<file path="src/rtl/ila_capture_ctrl.sv">
// rtl/ila_capture_ctrl.sv - arm/trigger/holdoff/readout sequencer for one logic analyzer capture core
module ila_capture_ctrl #(
    parameter int DATA_WIDTH    = 8,
    parameter int HOLDOFF_WIDTH = 4,
    parameter int DEPTH         = 16
) (
    input  logic                     clk,
    input  logic                     reset,
    input  logic                     i_arm,
    input  logic                     i_abort,
    input  logic [DATA_WIDTH-1:0]    i_trig_mask,
    input  logic [DATA_WIDTH-1:0]    i_trig_value,
    input  logic                     i_trig_edge,
    input  logic [HOLDOFF_WIDTH-1:0] i_holdoff,
    input  logic [DATA_WIDTH-1:0]    i_probe,
    input  logic                     i_core_primed,
    input  logic [DATA_WIDTH-1:0]    i_core_data,
    output logic                     o_core_reset,
    output logic                     o_core_trigger,
    output logic [HOLDOFF_WIDTH-1:0] o_core_holdoff,
    output logic                     o_core_rd,
    output logic                     m_valid,
    output logic [DATA_WIDTH-1:0]    m_data,
    output logic                     m_last,
    input  logic                     m_ready,
    output logic [2:0]               o_state,
    output logic                     o_busy
);
    localparam int CNT_W = $clog2(DEPTH) + 1;
    localparam int HC_W  = HOLDOFF_WIDTH + 1;

    typedef enum logic [2:0] {
        S_IDLE = 3'd0,
        S_ARM  = 3'd1,
        S_WAIT = 3'd2,
        S_HOLD = 3'd3,
        S_READ = 3'd4,
        S_DONE = 3'd5
    } state_t;

    state_t state, state_n;

    // rearm: an i_arm seen in DONE passes through one IDLE cycle (core reset) then ARM
    logic                  rearm;
    logic [DATA_WIDTH-1:0] mask_q;
    logic [DATA_WIDTH-1:0] value_q;
    logic                  edge_q;
    logic                  prev_match;
    logic                  match;
    logic                  fire;
    logic                  issue;
    logic                  arm_take;
    logic [HC_W-1:0]       hold_cnt;
    logic                  cap_pending;
    logic [CNT_W-1:0]      issued_cnt;
    logic [CNT_W-1:0]      cap_cnt;

    assign o_state = state;

    // next state, trigger evaluation and read-issue decision
    always_comb begin
        state_n  = state;
        fire     = 1'b0;
        issue    = 1'b0;
        arm_take = 1'b0;
        match    = ((i_probe ^ value_q) & mask_q) == '0;
        case (state)
            S_IDLE: begin
                arm_take = i_arm;
                if (rearm || i_arm) state_n = S_ARM;
            end
            S_ARM: begin
                if (i_core_primed) state_n = S_WAIT;
            end
            S_WAIT: begin
                fire = edge_q ? (match && !prev_match) : match;
                if (fire) state_n = S_HOLD;
            end
            S_HOLD: begin
                if (hold_cnt == HC_W'(1)) state_n = S_READ;
            end
            S_READ: begin
                // one word in flight at most; never advance the core while a word is stalled
                issue = !o_core_rd && !cap_pending && (!m_valid || m_ready) &&
                        (issued_cnt < CNT_W'(DEPTH));
                if (m_valid && m_ready && m_last) state_n = S_DONE;
            end
            S_DONE: begin
                if (i_arm) begin
                    arm_take = 1'b1;
                    state_n  = S_IDLE;
                end
            end
            default: state_n = S_IDLE;
        endcase
        if (i_abort) begin
            state_n  = S_IDLE;
            issue    = 1'b0;
            arm_take = 1'b0;
        end
    end

    // state register, latched trigger setup, holdoff counter and core control outputs
    always_ff @(posedge clk) begin
        if (reset) begin
            state          <= S_IDLE;
            rearm          <= 1'b0;
            mask_q         <= '0;
            value_q        <= '0;
            edge_q         <= 1'b0;
            prev_match     <= 1'b0;
            hold_cnt       <= '0;
            o_core_reset   <= 1'b1;
            o_core_trigger <= 1'b0;
            o_core_holdoff <= '0;
            o_busy         <= 1'b0;
        end else begin
            state          <= state_n;
            rearm          <= arm_take && (state == S_DONE);
            o_core_reset   <= (state_n == S_IDLE);
            o_core_trigger <= (state_n == S_HOLD) || (state_n == S_READ) || (state_n == S_DONE);
            o_busy         <= (state_n != S_IDLE) && (state_n != S_DONE);
            if (arm_take) begin
                mask_q         <= i_trig_mask;
                value_q        <= i_trig_value;
                edge_q         <= i_trig_edge;
                o_core_holdoff <= i_holdoff;
            end
            // entering WAIT counts as "match already high" so a standing match needs a fresh rise
            if (state_n == S_WAIT) prev_match <= (state == S_WAIT) ? match : 1'b1;
            if (state_n == S_HOLD) begin
                hold_cnt <= (state == S_HOLD) ? hold_cnt - HC_W'(1)
                                              : HC_W'(o_core_holdoff) + HC_W'(1);
            end else begin
                hold_cnt <= '0;
            end
        end
    end

    // readout pipeline: read strobe, core latency cycle, then the stream output register
    always_ff @(posedge clk) begin
        if (reset || state_n != S_READ) begin
            o_core_rd   <= 1'b0;
            cap_pending <= 1'b0;
            issued_cnt  <= '0;
            cap_cnt     <= '0;
            m_valid     <= 1'b0;
            m_last      <= 1'b0;
            if (reset) m_data <= '0;
        end else begin
            o_core_rd   <= issue;
            cap_pending <= o_core_rd;
            if (issue) issued_cnt <= issued_cnt + CNT_W'(1);
            if (cap_pending) begin
                m_data  <= i_core_data;
                m_valid <= 1'b1;
                m_last  <= (cap_cnt == CNT_W'(DEPTH - 1));
                cap_cnt <= cap_cnt + CNT_W'(1);
            end else if (m_valid && m_ready) begin
                m_valid <= 1'b0;
                m_last  <= 1'b0;
            end
        end
    end
endmodule

</file>
<file path="config.mk">
export PLATFORM = sky130hd
export DESIGN_NAME = ila_capture_ctrl
export DESIGN_NICKNAME = d
export VERILOG_FILES = /design/src/rtl/ila_capture_ctrl.sv
export SDC_FILE = /design/constraint.sdc
export NUM_CORES = 1
export LEC_CHECK = 0
export ABC_AREA = 0
export CORE_UTILIZATION = 40
export CTS_BUF_LIST = sky130_fd_sc_hd__clkbuf_8
export CTS_CLUSTER_DIAMETER = 200
export DETAILED_ROUTE_END_ITERATION = 8
export PLACE_DENSITY = 0.67
export SETUP_SLACK_MARGIN = 0.05
export SLEW_MARGIN = 10
export SYNTH_ARGS = -nofsm -noshare
export SYNTH_HDL_FRONTEND = slang
export SYNTH_SLANG_ARGS = --single-unit
</file>
<file path="constraint.sdc">
create_clock -name clk -period 3.82 [get_ports clk]
set_clock_uncertainty 0.15 [all_clocks]
set_input_delay 0.573 -clock clk [delete_from_list [all_inputs] [get_ports clk]]
set_output_delay 0.573 -clock clk [all_outputs]
set_load 0.02 [all_outputs]
</file>
==> summary.md, run 1 <==
| Metric | Value |
|---|---|
| Status | `complete, no violations` |
| Final setup viols | `0` |
| Hold buffer count at cts | `0` |
| Fill cells | `557` |
| I/O pin cnt | `64` |
| Simple-Gate Fraction of Synth Area | `18.8%` |
| Pint | `0.923 mW` |
| Top_reg_cell synth | `dfxtp_1` |
| Clk network pwr share | `35.1%` |
| Least-Margin Pin Slew | `0.615 ns` |
| Port Buf Inserts | `63` |
| RR Endpoint | `m_data[1]` |
| Area of the core | `5960 um2` |
| Final worst path period need | `2.40 ns` |
| Number of synthesized register bits | `56` |
| MaxCap Viol Count | `0` |
| XOR/XNOR share of the synthesized area | `6.68%` |
| Crit path required time | `3.65 ns` |
| Num CTS Buffers | `5` |
| Slew HR | `58.7%` |
| Switching share of power | `21.4%` |
| Post-synthesis compound-gate area fraction | `10.3%` |
| Adder-cell area share of the yosys netlist | `3.01%` |
| Seq/Total Area, Yosys | `48.2%` |
| Global-route wire length before repair | `8300 um` |
| Row count | `28` |
| Flop pwr share | `53.1%` |
| Share of cells above drive strength 1 | `5.84%` |
| Leak | `1.37 nW` |
| Worst Hold Class | `flip-flop to flip-flop` |
| Synthesized area per cell | `10.0 um2` |
| DIE AREA | `6550 um2` |
| WHS | `0.337 ns` |
| Synth Cell Area | `2490 um2` |
| Crit-path cells | `nor2b_1, a32oi_1, or3_1, nor2_1, a21o_1` |
| FFs w/ async S/R, synth | `0%` |
| Largest area contributor in the netlist | `dfxtp_1` |
| Post-layout instance area | `3300 um2` |
| Largest family of logic cells by synthesized area | `simple AND/OR/NAND/NOR gates` |
| CTS tree | `yes` |
| Post-layout util | `55.4%` |
| Startpoint Class | `flip-flop` |
| Ant diodes | `0` |
| CP endpoint kind | `flip-flop` |
| DPL Wire Length | `3620 um` |
| Bufs and invs on worst path | `0` |
| FF-to-FF path depth | `5` |
| Final WL | `4940 um` |
| Final Cycle Share | `62.8%` |
| Mapped Nets | `298` |
| Clock sinks | `56` |
| Fmax | `417 MHz` |
| Mux contribution to synthesized area | `9.24%` |
| Max Root-Sink Buffers | `2` |
| Hold Path End | `cap_cnt[4]` |
| Drt pass-1 iters | `4` |
| Routed WL per cell | `12.9 um` |
| Top cell type's share of synthesized area | `38.6%` |
| Post-route ant nets | `0` |
| Clk_lat worst skew | `0.30 ns` |
| Die height | `80.9 um` |
| CP Max Fanout | `12` |
| Die Span X | `80.9 um` |
| Clk slew on worst S/H paths | `0.09 ns` |
| Vias in the first global route | `1824` |
| Max incr delay on CP | `0.60 ns` |
| Setup CP Type | `flip-flop to flip-flop` |
| Starting DRT DRC Count | `127` |
| Final hold violations | `0` |
| P&R area growth vs syn | `32.4%` |
| Worst setup margin | `1.42 ns` |
| Crit path DAT | `2.23 ns` |
| Aggregate global routing overflow | `0` |
| Synth cell count leaders | `dfxtp_1 (48), nor2_1 (42), mux2i_1 (23), xor2_1 (13), and3_1 (12)` |
| Initial antenna violation count | `0` |
| Final setup TNS | `0 ns` |
| Largest net degree at the start of global routing | `30` |
| Total GRT Usage | `16.4%` |
| Gate Count Post-Synth | `249` |
| Slowest-stage cell, CP | `dfxtp_1` |
| Initial Util | `41.8%` |
| Yosys cell types | `43` |
| DP Area | `3170 um2` |
| Residual DRC | `0` |
| Via count | `1934` |
| Slew Limit Fails | `0` |
| Synth warnings | `0` |
| DP Worst Slack | `1.19 ns` |
| Multi-input logic area | `1200 um2` |
| Worst Hold Depth | `2` |
| Synth area leaders | `dfxtp_1 (39%), edfxtp_1 (9.6%), mux2i_1 (9.2%)` |
| Hold wc startpoint | `cap_cnt[4]` |
| Clk root buf | `clkbuf_8` |
| CTS resizes | `0` |
| Critical Path Stages | `5` |
| P per Cell Area | `356 nW/um2` |
| RSZ-0062 raised after global routing | `no` |
| Combinational Power Share | `11.8%` |
| H-tree Lvls | `2` |
| Post-synth EDFFs | `8` |
| Delay-heaviest family, CP | `simple AND/OR/NAND/NOR gates` |
| R2R Path Start | `o_state[1]` |
| VDD IR-drop max | `204 uV` |
| Top-count cell post-synth | `dfxtp_1` |
| Switching power | `0.252 mW` |
| Via-per-instance ratio | `5.05` |
| R2R setup slack | `1.42 ns` |
| Nets@finish | `356` |
| GP Congestion | `0.794` |
| FF/Latch Area | `1200 um2` |
| Postcts setup bufs | `0` |
worst register-to-register path, cell delays in order (launching register included):
cell     delay (ns)
dfxtp_1        0.60
nor2b_1        0.25
a32oi_1        0.18
or3_1          0.40
nor2_1         0.16
a21o_1         0.33
registers in the layout, indices dropped and copies added, names as in the netlist:
| register | count |
|---|---|
| m_data | 8 |
| o_core_holdoff | 4 |
| cap_pending | 1 |
| o_state | 3 |
| mask_q | 8 |
| o_core_rd | 1 |
| edge_q | 1 |
| m_valid | 1 |
| o_core_reset | 1 |
| cap_cnt | 5 |
| o_core_trigger | 1 |
| value_q | 8 |
| issued_cnt | 5 |
| hold_cnt | 5 |
| prev_match | 1 |
| o_busy | 1 |
| m_last | 1 |
| rearm | 1 |
final cells by class:
| type | count | share of cell area [%] |
|---|---|---|
| Timing Repair Buffer | 66 | 19.8 |
| Clock buffer | 7 | 2.92 |
| Multi-Input combinational cell | 171 | 36.3 |
| Clock inverter | 1 | 0.910 |
| Tap cell | 75 | 2.85 |
| Sequential cell | 56 | 36.4 |
| Inverter | 7 | 0.797 |
kinds of logic after synthesis:
kind of cell | Yosys count
compound gates | 31
xor+xnor | 19
fa+ha+maj | 6
buf+inv | 22
flops | 56
mux | 23
simple gates | 92
power groups by stage:
stage                     Sequential [mW]  Clock [mW]  Combinational, mW
after floorplan                     0.643           0             0.0614
after global placement              0.638           0              0.137
after detailed placement            0.638           0              0.139
after CTS                           0.625       0.423              0.140
after global routing                0.627       0.448              0.151
final                               0.624       0.412              0.139
metrics by stage:
step           total power, mW  cells
6_report                  1.18    383
5_1_grt                   1.23    383
4_1_cts                   1.19    383
3_5_place_dp             0.778    375
3_3_place_gp             0.775    375
2_1_floorplan            0.705    249
how the worst max path moves through the flow:
stage | startpoint | end | slack (ns)
5_1_grt | o_state[2] | cap_cnt[4] | 1.23
6_report | o_state[1] | m_data[1] | 1.42
2_1_floorplan | o_state[1] | m_data[0] | 1.59
4_1_cts | o_state[2] | cap_cnt[4] | 1.41
3_3_place_gp | reset | m_data[5] | 1.24
3_5_place_dp | reset | m_data[6] | 1.19
cells in the final DEF, fill, tap and decap left out, types with 3 or more instances in the layout:
master	instances
nand2_1	8
ha_1	6
inv_1	6
xnor2_1	6
dfxtp_1	48
nand4_1	3
a41oi_1	3
a21oi_1	6
a22oi_1	4
clkdlybuf4s50_1	63
buf_4	3
edfxtp_1	8
xor2_1	13
nor3_1	7
mux2i_1	23
and3_1	12
nor2b_1	3
nor2_1	42
nand3_1	4
clkbuf_8	7
metal layers:
layer	GRT usage [%]	share of wire, %
met5	0	0
met4	5.36	1.0
met3	3.60	4.3
met2	26.7	47
met1	21.5	48
No activity file was read; power rests on OpenSTA's default activity.
==> inputs of run 2 (changes only) <==
PLACE_DENSITY = 0.7   (was 0.67)
clock period = 2 ns   (was 3.82 ns; I/O delays follow)
==> run 2 against run 1 <==
The run now ends with negative setup slack left. Maximum frequency is 15% higher. Worst hold slack hardly changed. Global-route usage is 1.3 points higher.
==> summary.md, run 2 (synthesis results as in run 1) <==
| Metric | Value |
|---|---|
| CTS tree | `yes` |
| Final Cycle Share | `104%` |
| Clock sinks | `56` |
| Via count | `2037` |
| DPL Wire Length | `3990 um` |
| Final hold violations | `0` |
| Crit path DAT | `1.97 ns` |
| Routed WL per cell | `13.3 um` |
| FF/Latch Area | `1210 um2` |
| Aggregate global routing overflow | `0` |
| Worst setup margin | `-0.0877 ns` |
| RSZ-0062 raised after global routing | `yes` |
| Clk_lat worst skew | `0.30 ns` |
| Crit path required time | `1.88 ns` |
| Total GRT Usage | `17.8%` |
| P&R area growth vs syn | `47.4%` |
| Via-per-instance ratio | `4.93` |
| Fill cells | `526` |
| Ant diodes | `0` |
| Vias in the first global route | `1994` |
| Final worst path period need | `2.09 ns` |
| Max Root-Sink Buffers | `2` |
| Share of cells above drive strength 1 | `19.2%` |
| CP endpoint kind | `flip-flop` |
| Port Buf Inserts | `63` |
| Leak | `1.55 nW` |
| Initial Util | `41.8%` |
| Largest regs | `m_data (8), mask_q (8), value_q (8)` |
| Commonest non-fill, non-tap cell in the layout | `clkdlybuf4s50_1` |
| Slowest-stage cell, CP | `or3_4` |
| Initial antenna violation count | `0` |
| Slew Limit Fails | `0` |
| Status | `finished with violations` |
| Multi-input logic area | `1290 um2` |
| I/O pin cnt | `64` |
| CP Max Fanout | `8` |
| VDD IR-drop max | `398 uV` |
| GP Congestion | `0.758` |
| Final setup TNS | `-0.941 ns` |
| Clk root buf | `clkbuf_8` |
| Final setup viols | `20` |
| Slew HR | `70.3%` |
| Global-route wire length before repair | `9020 um` |
| Clk slew on worst S/H paths | `0.10 ns` |
| DIE AREA | `6550 um2` |
| Starting DRT DRC Count | `70` |
| Die height | `80.9 um` |
| Worst Hold Class | `flip-flop to flip-flop` |
| Post-layout util | `61.6%` |
| P per Cell Area | `626 nW/um2` |
| Post-route ant nets | `0` |
| Fmax | `479 MHz` |
| Final WL | `5490 um` |
| H-tree Lvls | `2` |
| Setup CP Type | `flip-flop to flip-flop` |
| Hold buffer count at cts | `0` |
| Largest net degree at the start of global routing | `25` |
| Num CTS Buffers | `5` |
| MaxCap Viol Count | `0` |
| Delay-heaviest family, CP | `simple AND/OR/NAND/NOR gates` |
| Startpoint Class | `flip-flop` |
| Drt pass-1 iters | `4` |
| Commonest non-fill, non-tap cells in the layout | `clkdlybuf4s50_1 (63), dfxtp_1 (43), nor2_1 (41), buf_4 (27), mux2i_1 (23)` |
| Failing checks | `negative setup slack` |
| Row count | `28` |
| Nets@finish | `386` |
| Bufs and invs on worst path | `2` |
| Max incr delay on CP | `0.38 ns` |
| Residual DRC | `0` |
| Least-Margin Pin Slew | `0.446 ns` |
| Area of the core | `5960 um2` |
| Die Span X | `80.9 um` |
| Crit-path cells | `inv_2, ha_4, nor4b_4, a32oi_2, or3_4, nor2_4, a21o_1, buf_12` |
[run 2: worst reg2reg max path: cells and delay by family, from the launching register on]
| kind | cells | cell delay [ns] |
|---|---|---|
| adders and majority gates | 1 | 0.12 |
| buffers and inverters | 2 | 0.20 |
| AOI/OAI and AO/OA | 2 | 0.32 |
| DFF | 1 | 0.34 |
| and+or+nand+nor | 3 | 0.70 |
[run 2: layout make-up]
type	instances	area share, %
Multi-Input combinational cell	171	35.1
Clock buffer	7	2.62
Timing Repair Buffer	96	25.3
Tap cell	75	2.56
Inverter	7	0.716
Sequential cell	56	32.9
Clock inverter	1	0.818
[run 2: worst paths after layout]
check | startpoint | to | slack, ns | cells after the start
worst max-delay path | hold_cnt[1] | m_data[4] | -0.09 | 8
worst min-delay path | cap_cnt[4] | cap_cnt[4] | 0.34 | 2
worst max register to register | hold_cnt[1] | m_data[4] | -0.09 | 8
worst min register to register | cap_cnt[4] | cap_cnt[4] | 0.34 | 2
[run 2: metrics by stage]
step / std cells / worst slack, ns / total power [mW] / instance area, um2 / hold WS (ns)
after floorplan: 249 / -0.0857 / 1.35 / 2530 / 0.292
after global placement: 399 / -0.181 / 1.51 / 3420 / 0.316
after detailed placement: 399 / -0.188 / 1.51 / 3420 / 0.316
after CTS: 410 / -0.0990 / 2.30 / 3600 / 0.336
after global routing: 413 / -0.171 / 2.40 / 3670 / 0.376
final: 413 / -0.0877 / 2.30 / 3670 / 0.336
[run 2: timing repair]
| action | CTS | global route |
|---|---|---|
| buffers inserted | 3 | 3 |
| resized for setup | 6 | 10 |
| setup endpoints to repair | 32 | 39 |
| pin swaps | 5 | 4 |
[run 2: routing by layer]
metal | track usage, % | vias up | wire length, um
li1 | - | 1043 | -
met3 | 3.15 | 6 | 179
met1 | 21.3 | 948 | 2420
met2 | 31.8 | 40 | 2810
met4 | 5.89 | 0 | 72
met5 | 0 | - | 0
[run 2: report_power, final]
part | internal, mW | switching [mW] | total, mW
logic | 0.182 | 0.130 | 0.312
clock network | 0.442 | 0.351 | 0.793
registers | 1.17 | 0.0226 | 1.19
total | 1.79 | 0.503 | 2.30
